==> src/rtl/product_display_driver.sv <==
// Sequential double-dabble converter for a 9-bit product feeding a 3-digit multiplexed 7-segment display.
// Optional feature: define LEADING_ZERO_BLANK_EN to blank leading zeros on the tens and hundreds digits.
module product_display_driver #(
    parameter int REFRESH_DIV = 50000
) (
    input  logic       clk,
    input  logic       rst,
    input  logic [8:0] m,
    input  logic       load,
    output logic       busy,
    output logic       done,
    output logic [2:0] an,
    output logic [6:0] seg
);

    localparam int CW = (REFRESH_DIV > 1) ? $clog2(REFRESH_DIV) : 1;
    localparam logic [CW-1:0] RCNT_LAST = CW'(REFRESH_DIV - 1);

    typedef enum logic {IDLE, SHIFT} state_t;

    state_t        state;
    logic [11:0]   bcd;
    logic [8:0]    sh;
    logic [3:0]    iter;
    logic [3:0]    d0, d1, d2;
    logic [CW-1:0] rcnt;
    logic [1:0]    idx;

    logic [11:0]   adj;
    logic [20:0]   sr_next;
    logic [2:0]    an_sel;
    logic [3:0]    dig_sel;
    logic          blank_sel;
    logic          blank_tens, blank_hund;

    function automatic logic [6:0] seg7(input logic [3:0] v);
        case (v)
            4'd0:    seg7 = 7'h40;
            4'd1:    seg7 = 7'h79;
            4'd2:    seg7 = 7'h24;
            4'd3:    seg7 = 7'h30;
            4'd4:    seg7 = 7'h19;
            4'd5:    seg7 = 7'h12;
            4'd6:    seg7 = 7'h02;
            4'd7:    seg7 = 7'h78;
            4'd8:    seg7 = 7'h00;
            4'd9:    seg7 = 7'h10;
            default: seg7 = 7'h7F;
        endcase
    endfunction

    // One double-dabble iteration: correct nibbles >= 5, then shift {bcd,sh} left.
    always_comb begin
        for (int i = 0; i < 3; i++) begin
            adj[i*4 +: 4] = (bcd[i*4 +: 4] >= 4'd5) ? bcd[i*4 +: 4] + 4'd3 : bcd[i*4 +: 4];
        end
        sr_next = {adj, sh} << 1;
    end

    // NOTE: sequential state uses non-blocking assignments only, so every flop samples pre-edge values.
    always_ff @(posedge clk) begin
        if (rst) begin
            state <= IDLE;
            busy  <= 1'b0;
            done  <= 1'b0;
            bcd   <= '0;
            sh    <= '0;
            iter  <= '0;
            d0    <= '0;
            d1    <= '0;
            d2    <= '0;
        end else begin
            done <= 1'b0;
            case (state)
                IDLE: begin
                    if (load) begin
                        sh    <= m;
                        bcd   <= '0;
                        iter  <= '0;
                        busy  <= 1'b1;
                        state <= SHIFT;
                    end
                end
                SHIFT: begin
                    bcd  <= sr_next[20:9];
                    sh   <= sr_next[8:0];
                    iter <= iter + 4'd1;
                    if (iter == 4'd8) begin
                        d0    <= sr_next[12:9];
                        d1    <= sr_next[16:13];
                        d2    <= sr_next[20:17];
                        busy  <= 1'b0;
                        done  <= 1'b1;
                        state <= IDLE;
                    end
                end
                default: state <= IDLE;
            endcase
        end
    end

`ifdef LEADING_ZERO_BLANK_EN
    assign blank_hund = (d2 == 4'd0);
    assign blank_tens = (d2 == 4'd0) && (d1 == 4'd0);
`else
    assign blank_hund = 1'b0;
    assign blank_tens = 1'b0;
`endif

    // NOTE: every always_comb output gets a default first so no latch is inferred.
    always_comb begin
        an_sel    = 3'b111;
        dig_sel   = 4'd0;
        blank_sel = 1'b0;
        case (idx)
            2'd0: begin an_sel = 3'b110; dig_sel = d0; end
            2'd1: begin an_sel = 3'b101; dig_sel = d1; blank_sel = blank_tens; end
            2'd2: begin an_sel = 3'b011; dig_sel = d2; blank_sel = blank_hund; end
            default: ;
        endcase
    end

    // Free-running refresh scan; the digit index steps once per counter wrap.
    always_ff @(posedge clk) begin
        if (rst) begin
            rcnt <= '0;
            idx  <= 2'd0;
            an   <= 3'b111;
            seg  <= 7'h7F;
        end else begin
            if (rcnt == RCNT_LAST) begin
                rcnt <= '0;
                idx  <= (idx == 2'd2) ? 2'd0 : idx + 2'd1;
            end else begin
                rcnt <= rcnt + CW'(1);
            end
            an  <= an_sel;
            seg <= blank_sel ? 7'h7F : seg7(dig_sel);
        end
    end

endmodule

==> config.mk <==
export PLATFORM = sky130hd
export DESIGN_NAME = product_display_driver
export DESIGN_NICKNAME = d
export VERILOG_FILES = /design/src/rtl/product_display_driver.sv
export SDC_FILE = /design/constraint.sdc
export NUM_CORES = 1
export LEC_CHECK = 0
export ABC_CLOCK_PERIOD_IN_PS = 2200
export CORE_AREA = 2 2 84 103
export CTS_CLUSTER_DIAMETER = 40
export DETAILED_ROUTE_END_ITERATION = 7
export DIE_AREA = 0 0 86 105
export MAX_ROUTING_LAYER = met4
export PLACE_DENSITY = 0.67
export RECOVER_POWER = 100
export SLEW_MARGIN = 30
export SYNTH_ARGS = -nofsm -noshare
export SYNTH_HDL_FRONTEND = slang
export SYNTH_SLANG_ARGS = --single-unit
==> constraint.sdc <==
create_clock -name clk -period 2.2 [get_ports clk]
set_input_delay 0.33 -clock clk [delete_from_list [all_inputs] [get_ports clk]]
set_output_delay 0.33 -clock clk [all_outputs]
set_load 0.01 [all_outputs]
### Yosys cells after proc, flatten, opt, wreduce, memory -nomap -nowiden

Memories as Yosys holds them, arrays and structs flattened. A register that Yosys moved wholly into a read port is not among the register bits.
Index checks and enable logic that the tools add are counted.

* add/sub/neg operators: 6
* magnitude comparators: 3
* eq/ne operators: 6
* mux-type cells: 19
* bitwise operators: 1
* reductions and logical operators: 5

Operator list (count)
* case mux 12 bit (2 select lines): 1
* case mux 9 bit (2 select lines): 1
* adder 16 x 1 -> 16 bit, second input constant: 1
* equality test 16 bit, second input constant: 1
* >= comparator 4 x 3 -> 1 bit, second input constant: 3
* 2-to-1 mux 12 bit: 1
* 2-to-1 mux 4 bit: 3
* case mux 4 bit (3 select lines): 1
* 2-to-1 mux 9 bit: 1
* case mux 3 bit (3 select lines): 1
* adder 4 x 2 -> 4 bit, second input constant: 2
* case mux 4 bit (2 select lines): 1
* 2-to-1 mux 1 bit: 5
* adder 4 x 1 -> 4 bit, second input constant: 1
* equality test 4 bit, second input constant: 1
* case mux 1 bit (2 select lines): 2
* AND reduction 2 bit: 2
* OR reduction 2 bit: 2
* adder 3 x 2 -> 3 bit, second input constant: 1
* 2-to-1 mux 3 bit: 1
* adder 2 x 1 -> 2 bit, second input constant: 1
* equality test 2 x 1 -> 1 bit, second input constant: 1
* equality test 2 bit, second input constant: 1
* logical NOT 2 bit: 1
* 4 further kinds: 4

* register bits: 61
* memory bits (read-only): 112
* word-level logic and storage cells: 53
* memories: 1

Memory list
* (name not given): depth 16, width 7, read ports 1, clocked after memory_dff 1, write ports 0, line 37 `case (v)`

### Longest topological paths before layout

* depth after elaboration: 3
* depth in mapped cells: 8
* gate-level depth less buffers: 7

### Worst setup path after synthesis

OpenSTA, ideal clock, no wires.

* kind: reg2reg
* start: reg idx[1]
* end: reg seg[4]
* library setup time: 75 ps
* data arrival time: 1698 ps
* data required time: 2125 ps
* setup slack: 427 ps
* cell stages (with the launch flop): 8
* period minus slack after synthesis: 1773 ps
* path through: dfxtp_1 -> buf_6 -> mux2i_1 -> a2bb2oi_1 -> inv_1 -> ha_1 -> mux2_2 -> o21ai_0

* cells in the longest elaborated chain, start to end: 2

Ends and longest elaborated chain
* start, declared: line 27 `logic [1:0] idx;`
* start signal, assigned: line 133 `idx <= (idx == 2'd2) ? 2'd0 : idx + 2'd1;`
* equality test 2 bit (tied with other cells): line 115 `case (idx)`
* case mux 4 bit (3 select lines) *: line 115
* end, declared: line 13 `output logic [6:0] seg`

Every way passes the cells marked *; elsewhere a longest branch is shown, timed or not.
A chain may end at the register's enable or synchronous reset.

### Worst setup path after layout

* start: reg rcnt[0]
* end: reg rcnt[3]

* cells in the longest elaborated chain, start to end: 2

Ends and longest elaborated chain
* start, declared: line 26 `logic [CW-1:0] rcnt;`
* start signal, assigned: line 135 `rcnt <= rcnt + CW'(1);`
* parallel branches: the longest is 2 deep, another holds adder 16 x 1 -> 16 bit

Parallel ways; which one is timed is not known.

==> results.md <==
Synth:
- The register bit total from synthesis is 68.
- For this run, the number of Yosys warnings is 0.
- By count the netlist is led by dfxtp_1, nor2_1, a21oi_1, nand2_1, mux2i_1.
- The share of flip-flops with an asynchronous set or reset is 0%.
- The cell type with the largest total area after synthesis is dfxtp_1.
- Counting flops with a built-in enable in the synthesized netlist gives 0.
- Synthesis produced a netlist whose cell count is about 370.
- The most common flop cell mapped by yosys is dfxtp_1.
- The sequential element share of the synthesized area is a little over two fifths.
- The post-synthesis area per instance is ~8.6 µm².
- The distinct cell type count after synthesis is between 40 and 50.
- Sorting the synthesized cells by area gives the leading types as dfxtp_1, nor2_1, mux2i_1, ha_1, a21oi_1.
- The net count after synthesis is 392.
- The netlist area before placement is between 3000 and 4000 µm².
- Summed over its instances, the top area cell type makes up about 43% of the synthesized netlist area.
- The most frequently used cell type in the post-synthesis netlist is dfxtp_1.

Placed design:
- The count of buffers added on input and output ports is 23.
- The area after detailed placement is around 3400 µm².
- Routability-driven placement finished with a final weighted congestion of roughly 0.78.
- Once detailed placement completed, the half-perimeter wirelength came to just under 4 mm.

GRT:
- The remaining global-route overflow is 0.
- The number of global-route vias before repair is 2324.
- Entering global routing, the biggest net connects between 40 and 50 pins.
- The first global-routing pass estimated 10.0 mm of wire.
- Global routing used 13.9% of the available tracks.
- The initial antenna violation count is 0.

CTS:
- The number of buffers created by CTS is 9.
- After clock tree synthesis, the clock-pin slew on the worst setup and hold paths is 0.07 ns.
- The number of buffers added to fix hold violations after cts is 0.
- The clock latency at the later pin of the worst-skew pair is 0.34 ns.
- The clock tree synthesis step divided the H-tree into 3 levels.
- TritonCTS built the clock tree.
- Gates resized during post-CTS repair numbered 0.
- The tree is rooted in a clkbuf_8.
- The clock drives between 60 and 70 sinks.
- Buffers added to address setup during post-CTS repair amount to 0.
- The number of buffers between clock root and the deepest sink is 2.

Routing:
- The final routed wirelength across all metal layers is 5.69 mm.
- The wire length per cell is approximately 12 µm.
- Using the TritonRoute via totals, the vias-per-cell ratio works out to 5.09.
- The routed layout has about 2500 vias.
- The pre-antenna-repair detailed-routing pass consisted of 4 iterations.
- The detail route stage leaves a number of antenna-violating nets equal to 0.
- For this block, the initial DRC count from the detailed router was 71.
- The number of DRC violations after detailed routing is 0.

STA:
- Setup repair after global routing left no endpoint under its margin.
- At the pin with the least slew margin, the transition time is approximately 0.94 ns.
- In this run the tightest slew margin relative to its limit is a little under two fifths.
- The final hold violation count is 0.
- In the finished design, the share of the clock period the worst path needs comes to a little under 90%.
- The clock tree skew after final layout is approximately 0.009 ns.
- The number of max-slew violations in the final report is 0.
- Setup violations remaining at the end of the flow were counted as 0.
- Setup total negative slack on the finished layout was measured at 0 ns.
- Based on the critical path, the design can be clocked at up to roughly 0.51 GHz.
- The shortest clock period the worst path allows after layout is between 1.5 and 2 ns.

Worst setup path:
- At the worst endpoint, the arrival time is roughly 2.2 ns.
- The worst register-to-register path begins at rcnt[0].
- In this run the critical register-to-register path is captured at rcnt[3].
- The class of the most critical setup path is reg -> reg.
- STA classifies the critical path startpoint as a flip-flop.
- In this run the register-to-register setup slack is approximately 0.25 ns.
- The number of cell instances on the worst register-to-register path is 6.
- In this run the worst path has a maximum fanout of 16.
- The endpoint required time on the critical path is about 2.4 ns.
- The worst setup path is captured at a flip-flop.

Final layout:
- The post-layout net count is between 400 and 500.
- The number of filler cells placed in the layout is approximately 780.
- The final core utilization is between 40 and 50%.
- The count of inserted antenna diode cells is 0.
- The post-route netlist has about 7.7% of its cells at a drive strength greater than 1.
- The post-route cell area is ~3600 µm².
- Relative to the synthesized area, the layout overhead comes to 14.6%.

Power and ir drop:
- The maximum vdd ir drop is roughly 0.34 mV.
- The power density normalized to cell area is roughly 670 nW/µm².
- In this run the static leakage power is 1.38 nW.

Die:
- The floorplan step defined a die boundary enclosing between 9000 and 10000 µm².
- For this design the top-level I/O count stands at 24.
- The width of the die is approximately 86 µm.
- The area of the core region is approximately 8000 µm².
- In this run the vertical extent of the chip is 105 µm.
- The starting utilization of the core area is between 30% and 40%.
- After floorplanning, the core was divided into 36 placement rows.

Worst hold path:
- The worst hold path terminates at d0[0].
- The path type of the worst min-delay path is reg -> reg.
- Counting instances, the worst hold path has a depth of 2.
- The worst hold path begins at d0[0].

Outcome:
- The run finished with clean final reports.

Run:
- The total of max-cap violations is 0.
==> per-layer routing <==
metal | routed length (µm) | track usage (%)
met1 | 2600 | 15.4
met3 | 196 | 5.13
met4 | 145 | 5.33
met2 | 2740 | 22.7
met5 | 0 | -
==> cell usage in the layout, fill, tap and decap left out, drive strengths merged, types with 4 or more instances in the layout <==
| cell type | instances |
|---|---|
| mux2i | 21 |
| xnor2 | 11 |
| nand2 | 35 |
| and3 | 4 |
| a21oi | 36 |
| o21ai | 17 |
| nor3 | 15 |
| nand2b | 8 |
| dfxtp | 68 |
| clkbuf | 14 |
| clkdlybuf4s50 | 10 |
| dlygate4sd3 | 13 |
| nor2b | 4 |
| nand3 | 12 |
| inv | 11 |
| ha | 14 |
| nor3b | 5 |
| buf | 4 |
| xor2 | 6 |
| nor2 | 61 |
==> worst max path at each step <==
stage | to | startpoint | cells past startpoint | slack (ns)
4_1_cts | seg[4] | idx[1] | 6 | 0.32
3_5_place_dp | rcnt[3] | rcnt[0] | 6 | 0.33
5_1_grt | rcnt[13] | rcnt[0] | 6 | 0.10
3_3_place_gp | seg[4] | idx[1] | 6 | 0.40
2_1_floorplan | seg[4] | idx[1] | 7 | 0.43
6_report | rcnt[3] | rcnt[0] | 6 | 0.25
==> critical path: stages (launching register included) <==
cell and delay (ns):
dfxtp_1 0.38, ha_1 0.23, nand3_2 0.10, nor4_1 0.34, nand3_2 0.16, nand2b_1 0.49
nor2_1 0.12
==> kinds of logic after synthesis <==
logic type      after synthesis  synth area share (%)
fa+ha+maj                    14                  5.57
compound gates               62                  11.6
mux                          22                  7.16
simple gates                152                  23.0
buf+inv                      31                  4.69
xor+xnor                     17                  4.73
flops                        68                  43.3
==> where the power goes <==
group	leakage, nW	switching (mW)	internal, mW
clock network	0.100	0.458	0.554
registers	0.553	0.0192	1.26
logic	0.729	0.0785	0.0648
total	1.38	0.555	1.88
==> sequential cells by signal, indices dropped and copies added, names as in the netlist <==
| name | cells |
|---|---|
| busy | 1 |
| state | 1 |
| d2 | 4 |
| done | 1 |
| idx | 2 |
| rcnt | 16 |
| sh | 9 |
| iter | 4 |
| d1 | 4 |
| an | 3 |
| d0 | 4 |
| seg | 7 |
| bcd | 12 |
==> layout make-up <==
cell class	count	area, µm²	share of cell area (%)
Clock buffer	12	145	4.03
Sequential cell	68	1360	37.8
Multi-Input combinational cell	267	1620	44.9
Inverter	11	41.3	1.15
Clock inverter	4	48.8	1.35
Timing Repair Buffer	29	269	7.47
Tap cell	95	119	3.30
==> per-stage QoR <==
| stage | hold slack, ns | power (mW) | worst slack, ns | instances |
|---|---|---|---|---|
| 3_5_place_dp | 0.448 | 1.46 | 0.334 | 470 |
| 2_1_floorplan | 0.430 | 1.40 | 0.427 | 366 |
| 6_report | 0.458 | 2.43 | 0.252 | 486 |
| 3_3_place_gp | 0.442 | 1.45 | 0.401 | 470 |
| 4_1_cts | 0.457 | 2.47 | 0.324 | 486 |
| 5_1_grt | 0.491 | 2.53 | 0.102 | 486 |
No activity file was read; power rests on OpenSTA's default activity.
